## config.mk

```make
export PLATFORM = sky130hd
export DESIGN_NAME = shift_right_seq
export DESIGN_NICKNAME = d
export VERILOG_FILES = /design/src/rtl/shift_right_seq_pkg.sv /design/src/rtl/shift_right_seq.sv
export SDC_FILE = /design/constraint.sdc
export NUM_CORES = 1
export LEC_CHECK = 0
export ABC_AREA = 1
export BUFFER_PORTS_ARGS = -buffer_cell sky130_fd_sc_hd__buf_2
export CAP_MARGIN = 15
export CORE_ASPECT_RATIO = 0.9
export CORE_UTILIZATION = 28
export CTS_CLUSTER_DIAMETER = 50
export CTS_CLUSTER_SIZE = 24
export DETAILED_ROUTE_END_ITERATION = 10
export GPL_ROUTABILITY_DRIVEN = 0
export HOLD_SLACK_MARGIN = 0.02
export SETUP_SLACK_MARGIN = 0.2
export SLEW_MARGIN = 15
export SYNTH_ARGS = -nofsm -noshare
export SYNTH_HDL_FRONTEND = slang
export SYNTH_SLANG_ARGS = --single-unit
```

## constraint.sdc

```tcl
create_clock -name Clk -period 3.21 [get_ports Clk]
set_clock_uncertainty 0.15 [all_clocks]
set_input_delay 0.4815 -clock Clk [delete_from_list [all_inputs] [get_ports Clk]]
set_output_delay 0.4815 -clock Clk [all_outputs]
set_load 0.05 [all_outputs]
```

## src/rtl/shift_right_seq_pkg.sv

```systemverilog
// Shared definitions for the sequential right shifter:
// default datapath widths and the FSM state encoding.
package shift_right_seq_pkg;

    localparam int DEF_WIDTH = 32;
    localparam int DEF_SHW   = 5;

    typedef enum logic [1:0] {
        IDLE  = 2'd0,
        SHIFT = 2'd1,
        DONE  = 2'd2
    } state_t;

endpackage

```

## src/rtl/shift_right_seq.sv

```systemverilog
// Sequential right shifter, one bit position per clock.
// Ports:
//   Clk   - clock, rising edge
//   Reset - asynchronous active-high reset
//   Start - begin a shift (sampled only in IDLE)
//   In    - operand, WIDTH bits
//   ShAmt - shift amount, SHW bits
//   Arith - 1: sign-fill shift, 0: zero-fill shift
//   Out   - result register, holds the last result
//   Busy  - high while not IDLE
//   Done  - one-cycle pulse, Out holds a new result
module shift_right_seq
    import shift_right_seq_pkg::*;
#(
    parameter int WIDTH = DEF_WIDTH,
    parameter int SHW   = DEF_SHW
) (
    input  logic             Clk,
    input  logic             Reset,
    input  logic             Start,
    input  logic [WIDTH-1:0] In,
    input  logic [SHW-1:0]   ShAmt,
    input  logic             Arith,
    output logic [WIDTH-1:0] Out,
    output logic             Busy,
    output logic             Done
);

    localparam logic [SHW-1:0] CNT_ONE = SHW'(1);

    state_t           r_state;
    state_t           w_state_nxt;
    logic [WIDTH-1:0] r_acc;
    logic [SHW-1:0]   r_cnt;
    logic             r_arith;
    logic [WIDTH-1:0] r_out;
    logic             w_fill;
    logic [WIDTH-1:0] w_acc_sh;
    logic             w_last;

    // Sign bit is replicated only in arithmetic mode.
    assign w_fill   = r_arith & r_acc[WIDTH-1];
    assign w_acc_sh = {w_fill, r_acc[WIDTH-1:1]};
    // This SHIFT edge produces the final value.
    assign w_last   = (r_cnt == CNT_ONE);

    assign Out = r_out;

    always_ff @(posedge Clk or posedge Reset) begin
        if (Reset) begin
            r_state <= IDLE;
        end else begin
            r_state <= w_state_nxt;
        end
    end

    always_comb begin
        w_state_nxt = r_state;
        Busy        = 1'b0;
        Done        = 1'b0;
        case (r_state)
            IDLE: begin
                if (Start) begin
                    w_state_nxt = (ShAmt == '0) ? DONE : SHIFT;
                end
            end
            SHIFT: begin
                Busy = 1'b1;
                if (w_last) begin
                    w_state_nxt = DONE;
                end
            end
            DONE: begin
                Busy        = 1'b1;
                Done        = 1'b1;
                w_state_nxt = IDLE;
            end
            default: begin
                w_state_nxt = IDLE;
            end
        endcase
    end

    always_ff @(posedge Clk or posedge Reset) begin
        if (Reset) begin
            r_acc   <= '0;
            r_cnt   <= '0;
            r_arith <= 1'b0;
            r_out   <= '0;
        end else begin
            case (r_state)
                IDLE: begin
                    if (Start) begin
                        r_acc   <= In;
                        r_cnt   <= ShAmt;
                        r_arith <= Arith;
                        // Zero shift bypasses SHIFT entirely.
                        if (ShAmt == '0) begin
                            r_out <= In;
                        end
                    end
                end
                SHIFT: begin
                    r_acc <= w_acc_sh;
                    r_cnt <= r_cnt - CNT_ONE;
                    if (w_last) begin
                        r_out <= w_acc_sh;
                    end
                end
                default: begin
                end
            endcase
        end
    end

endmodule

```

== After elaboration in Yosys (flattened, before gate mapping) ==
Cells that the tools add are included.

* Flip-flop bits (word level): 72
* Input port bits: 41
* Output and inout bits: 34
* Word-level logic and storage cells: 35

* $add $sub $neg: 1
* Equal/unequal tests: 6
* Muxes and demuxes: 14
* Bitwise logic cells: 1
* Reductions and logical operators: 8

{| class="wikitable"
|+ Operators with widths
! cell !! count
|-
| 2-to-1 mux 32 bit || 4
|-
| case mux 32 bit (2 select lines) || 2
|-
| case mux 5 bit (2 select lines) || 1
|-
| 2-to-1 mux 2 bit || 3
|-
| inequality test 2 bit (second input constant) || 3
|-
| AND reduction 2 bit || 3
|-
| == test 5 x 1 -> 1 bit (second input constant) || 1
|-
| zero test 5 bit || 1
|-
| 2-to-1 mux 5 bit || 1
|-
| subtractor 5 x 1 -> 5 bit (second input constant) || 1
|-
| case mux 2 bit (2 select lines) || 1
|-
| AND reduction 4 bit || 1
|-
| == test 2 x 1 -> 1 bit (second input constant) || 1
|-
| == test 2 bit (second input constant) || 1
|-
| zero test 2 bit || 1
|-
| 2-to-1 mux 1 bit || 2
|-
| nonzero test 2 bit || 1
|-
| OR reduction 2 bit || 1
|-
| bitwise AND 1 bit || 1
|}

== Depth between registers and ports, before layout ==
* Word-level depth: 4
* Gate-level depth with buffers: 10

== Worst setup path before layout ==
Ideal clock, no wire load.

* Path kind: reg2out
* Start point: reg r_state[0]
* End point: out Busy
* Data arrival time: 0.929 ns
* Data required time: 2.579 ns
* Path slack: 1.649 ns
* Stages on the path, launching flop included: 3
* Buffers on the path: 0
* Cell sequence: dfrtp_1 -> inv_1 -> ha_1

* Longest elaborated chain between the ends: 3
* Elaborated cells on any way between the ends: 4
* Those cells by class: eq/ne (2); mux (1); reduce/logical (1)

{| class="wikitable"
|+ Ends and longest elaborated chain
! element !! line !! text
|-
| start: declaration || shift_right_seq.sv:31 || <nowiki>state_t r_state;</nowiki>
|-
| start signal: assignment || shift_right_seq.sv:53 || <nowiki>r_state <= w_state_nxt;</nowiki>
|-
| == test 2 x 1 -> 1 bit or == test 2 bit (tied branches) || shift_right_seq.sv:61 || <nowiki>case (r_state)</nowiki>
|-
| OR reduction 2 bit (no source line) (*) || - ||
|-
| 2-to-1 mux 1 bit (*) || shift_right_seq.sv:61 ||
|-
| end: declaration || shift_right_seq.sv:25 || <nowiki>output logic Busy,</nowiki>
|}

Every way passes the cells marked *; elsewhere a longest branch is shown, timed or not.

== Final worst setup path ==
* Start point: reg r_state[1]
* End point: reg r_out[30] (netlist: Out[30])

* Longest elaborated chain between the ends: 3
* Elaborated cells on any way between the ends: 8
* Those cells by class: eq/ne (4); mux (1); reduce/logical (3)

{| class="wikitable"
|+ Ends and longest elaborated chain
! element !! line !! text
|-
| == test 2 x 1 -> 1 bit or zero test 2 bit (tied branches) || shift_right_seq.sv:91 || <nowiki>case (r_state)</nowiki>
|-
| inequality test 2 bit (no source line) or nonzero test 2 bit (tied branches) || - ||
|-
| AND reduction 4 bit (no source line) || - ||
|-
| end signal: assignment || shift_right_seq.sv:99 || <nowiki>r_out <= In;</nowiki>
|-
| end signal: assignment || shift_right_seq.sv:107 || <nowiki>r_out <= w_acc_sh;</nowiki>
|-
| end: declaration || shift_right_seq.sv:36 || <nowiki>logic [WIDTH-1:0] r_out;</nowiki>
|}

Several ways; a longest one is shown, not always the timed one.
A chain may end at the register's enable or synchronous reset.

==> metrics.txt <==
status=finished clean; Core ar.=11700 sq um; CTS max path bufs=2; die area=12700 sq um; M1 WL=4230 microns; worst slack, placed=0.682 ns; DR vias/cell=4.48; clk slew on worst S/H paths=0.06 ns; cells along the critical path=inv_1 > ha_1 > nand2_1 > nand2_4 > nand3_2 > nand2_1 > nand2_1; cell internal pwr=2610 uW; crit path max fanout=32; Ys Warns=0; slowest library cell on the worst path=nand3_2; initial core utilization=0.293; RSZ-0062 raised after global routing=false; post-route setup TNS=0 ns; Sw Pwr=2560 uW; R2R Setup Slk=0.74 ns; number of remaining DRC errors=0; Hold Slack=0.0930 ns; area grow syn2layout=21.7%; latest clock arrival within the worst-skew pair=0.33 ns; Die H=107 microns; CP Class=flip-flop to flip-flop; Post-Layout Cell Count=642; Net Sw Frac=0.496; number of synthesized register bits=71; Placed Cells incl. Taps=626; highest metal used=met5; delay-heaviest family, CP=simple AND/OR/NAND/NOR gates; Worst setup SP type=flip-flop; Seq pwr share=0.292; Final setup viols=0; Max-Cap Viols=0; fin crit period=2.47 ns; drt first pass iters=5; r2r worst-path depth=7; Final ANT Viol Nets=0; root buffer cell=clkbuf_16; DR iter-0 viols=203; Slew @ Worst Pin=1.03 ns; placed cell areas=3860 sq um; post-route cell area=4160 sq um; Setup WS post-layout=0.741 ns; H-tree depth=3; Final Net Count=527; average cell area after synthesis=8.18 sq um; Die X=118 microns; worst vdd ir=0.528 mV; aggregate routed wire length=8130 microns; TritonCTS clock tree=yes; sequential-to-total area share from yosys stat=0.520; Syn Nets=464; slew margin rel.=0.310; routed len/inst=12.7 microns; total grt overflow=0; Site Rows=37; Logic pwr share=0.515; number of global-route vias before repair=2792; CTS buffer count=9; largest net degree at the start of global routing=67; Worst EP required=3.27 ns; I/O Buffers=74; Worst Setup End Kind=flip-flop; Hold Buf Count CTS=0; Overall Global Routing Usage=0.137; Max stage delay on crit path=0.57 ns; reg2reg end=Out[30]; Fin. Hold Viols=0; f_max=405 MHz; Clock Sinks=71; Worst Hold Class=input pin to asynchronous set/reset pin; Clock power frac=0.193; post-synthesis instance total=418; post-CTS setup buffers=0; final period utilization=0.769; diode count=0; routed length on met3=323 microns; first-pass GRT wire length=13700 microns; vias post-DR=2876; CP Data Arrival Time=2.53 ns; P per Cell Area=1240 nW/um^2; Pleak=0.00218 uW; layout cells sized above 1=0.218; worst r2r src=r_state[1]; WL met2=3400 microns; crit path buf inv count=1; post_cts resized=0; Fillers=1237; max-slew violation count=0; library cells used by synthesis=22; Post-Syn Area=3420 sq um; CP dominant cell by count=nand2_1; DP HPWL=5680 microns; initial antenna violation count=1; I/O pins=75
## cell type report
type	count	area, sq um	area share
Inverter	42	158	0.0379
Tap cell	156	195	0.0469
Timing Repair Buffer	80	415	0.0998
Multi-Input combinational cell	277	1320	0.316
Clock buffer	11	243	0.0583
Sequential cell	71	1780	0.427
Clock inverter	5	57.6	0.0138
## state kept, by name, indices dropped and copies added (netlist names)
register  cells
Out          32
r_state       2
r_arith       1
r_cnt         5
r_acc        31
## cell usage in the layout, fill, tap and decap left out, types with 2 or more instances in the layout
master      synthesis  layout
o21ai_1            34      34
o21ai_0            29      29
inv_1              41      40
nor2_1              8       8
nand2_1           150     149
clkinvlp_4          0       3
clkbuf_16           0       9
buf_2              15      74
buf_4               6       6
o21ai_2             5       5
nand3_1             5       5
ha_1                5       5
inv_2               1       2
nand4_1            34      34
dfrtp_1            71      71
## worst max-delay path by stage
stage                           from  endpoint  slack [ns]  depth (start not counted)
final                     r_state[1]   Out[30]        0.74                          7
after global routing      r_state[1]   Out[21]        0.41                          7
after CTS                 r_state[1]   Out[30]        0.68                          7
after detailed placement  r_state[1]   Out[30]        0.68                          7
after global placement    r_state[1]   Out[22]        0.83                          7
after floorplan                Reset    Out[0]        0.78                          1
## power groups by stage
stage / combinational [uW] / sequential (uW) / clock (uW)
6_report: 2660 / 1510 / 1000
5_1_grt: 3000 / 1570 / 1050
4_1_cts: 2690 / 1520 / 1010
3_5_place_dp: 2690 / 1530 / 0
3_3_place_gp: 2630 / 1520 / 0
2_1_floorplan: 1630 / 2090 / 0
## logic make-up (layout without fill, tap and decap cells)
logic type,count (synthesis),count (layout),share of synthesized area
AND/OR/NAND/NOR,199,199,0.248
XOR/XNOR,1,1,0.00256
buffers and inverters,70,138,0.0977
adder cells (fa/ha/maj),5,5,0.0183
multiplexers,1,1,0.00329
AO/OA/AOI/OAI,71,71,0.111
flip-flops,71,71,0.520
## cells in the mapped netlist
library cell,number,area (sq um)
buf_6,4,45.0
nand2_1,150,563
o21ai_1,34,170
o22ai_1,1,6.26
mux2_2,1,11.3
nand2_2,1,6.26
clkbuf_1,3,11.3
nand4_1,34,213
ha_1,5,62.6
o21ai_2,5,43.8
nand3_2,1,10.0
inv_1,41,154
buf_4,6,45.0
nand3_1,5,25.0
buf_2,15,75.1
nor2_1,8,30.0
dfrtp_1,71,1780
xor2_1,1,8.76
a21oi_1,1,5.00
o21ai_0,29,145
o211ai_1,1,7.51
inv_2,1,3.75
## stage by stage
stage	util	power (uW)
after floorplan	-	3720
after global placement	0.331	4150
after detailed placement	0.331	4220
after CTS	0.357	5230
after global routing	0.357	5610
final	0.357	5180
## per-layer routing
layer	vias up	GRT usage
li1	1484	-
met1	1314	0.197
met2	59	0.197
met3	17	0.0309
met4	2	0.0552
met5	-	0
Power figures use the tool's default switching activity.
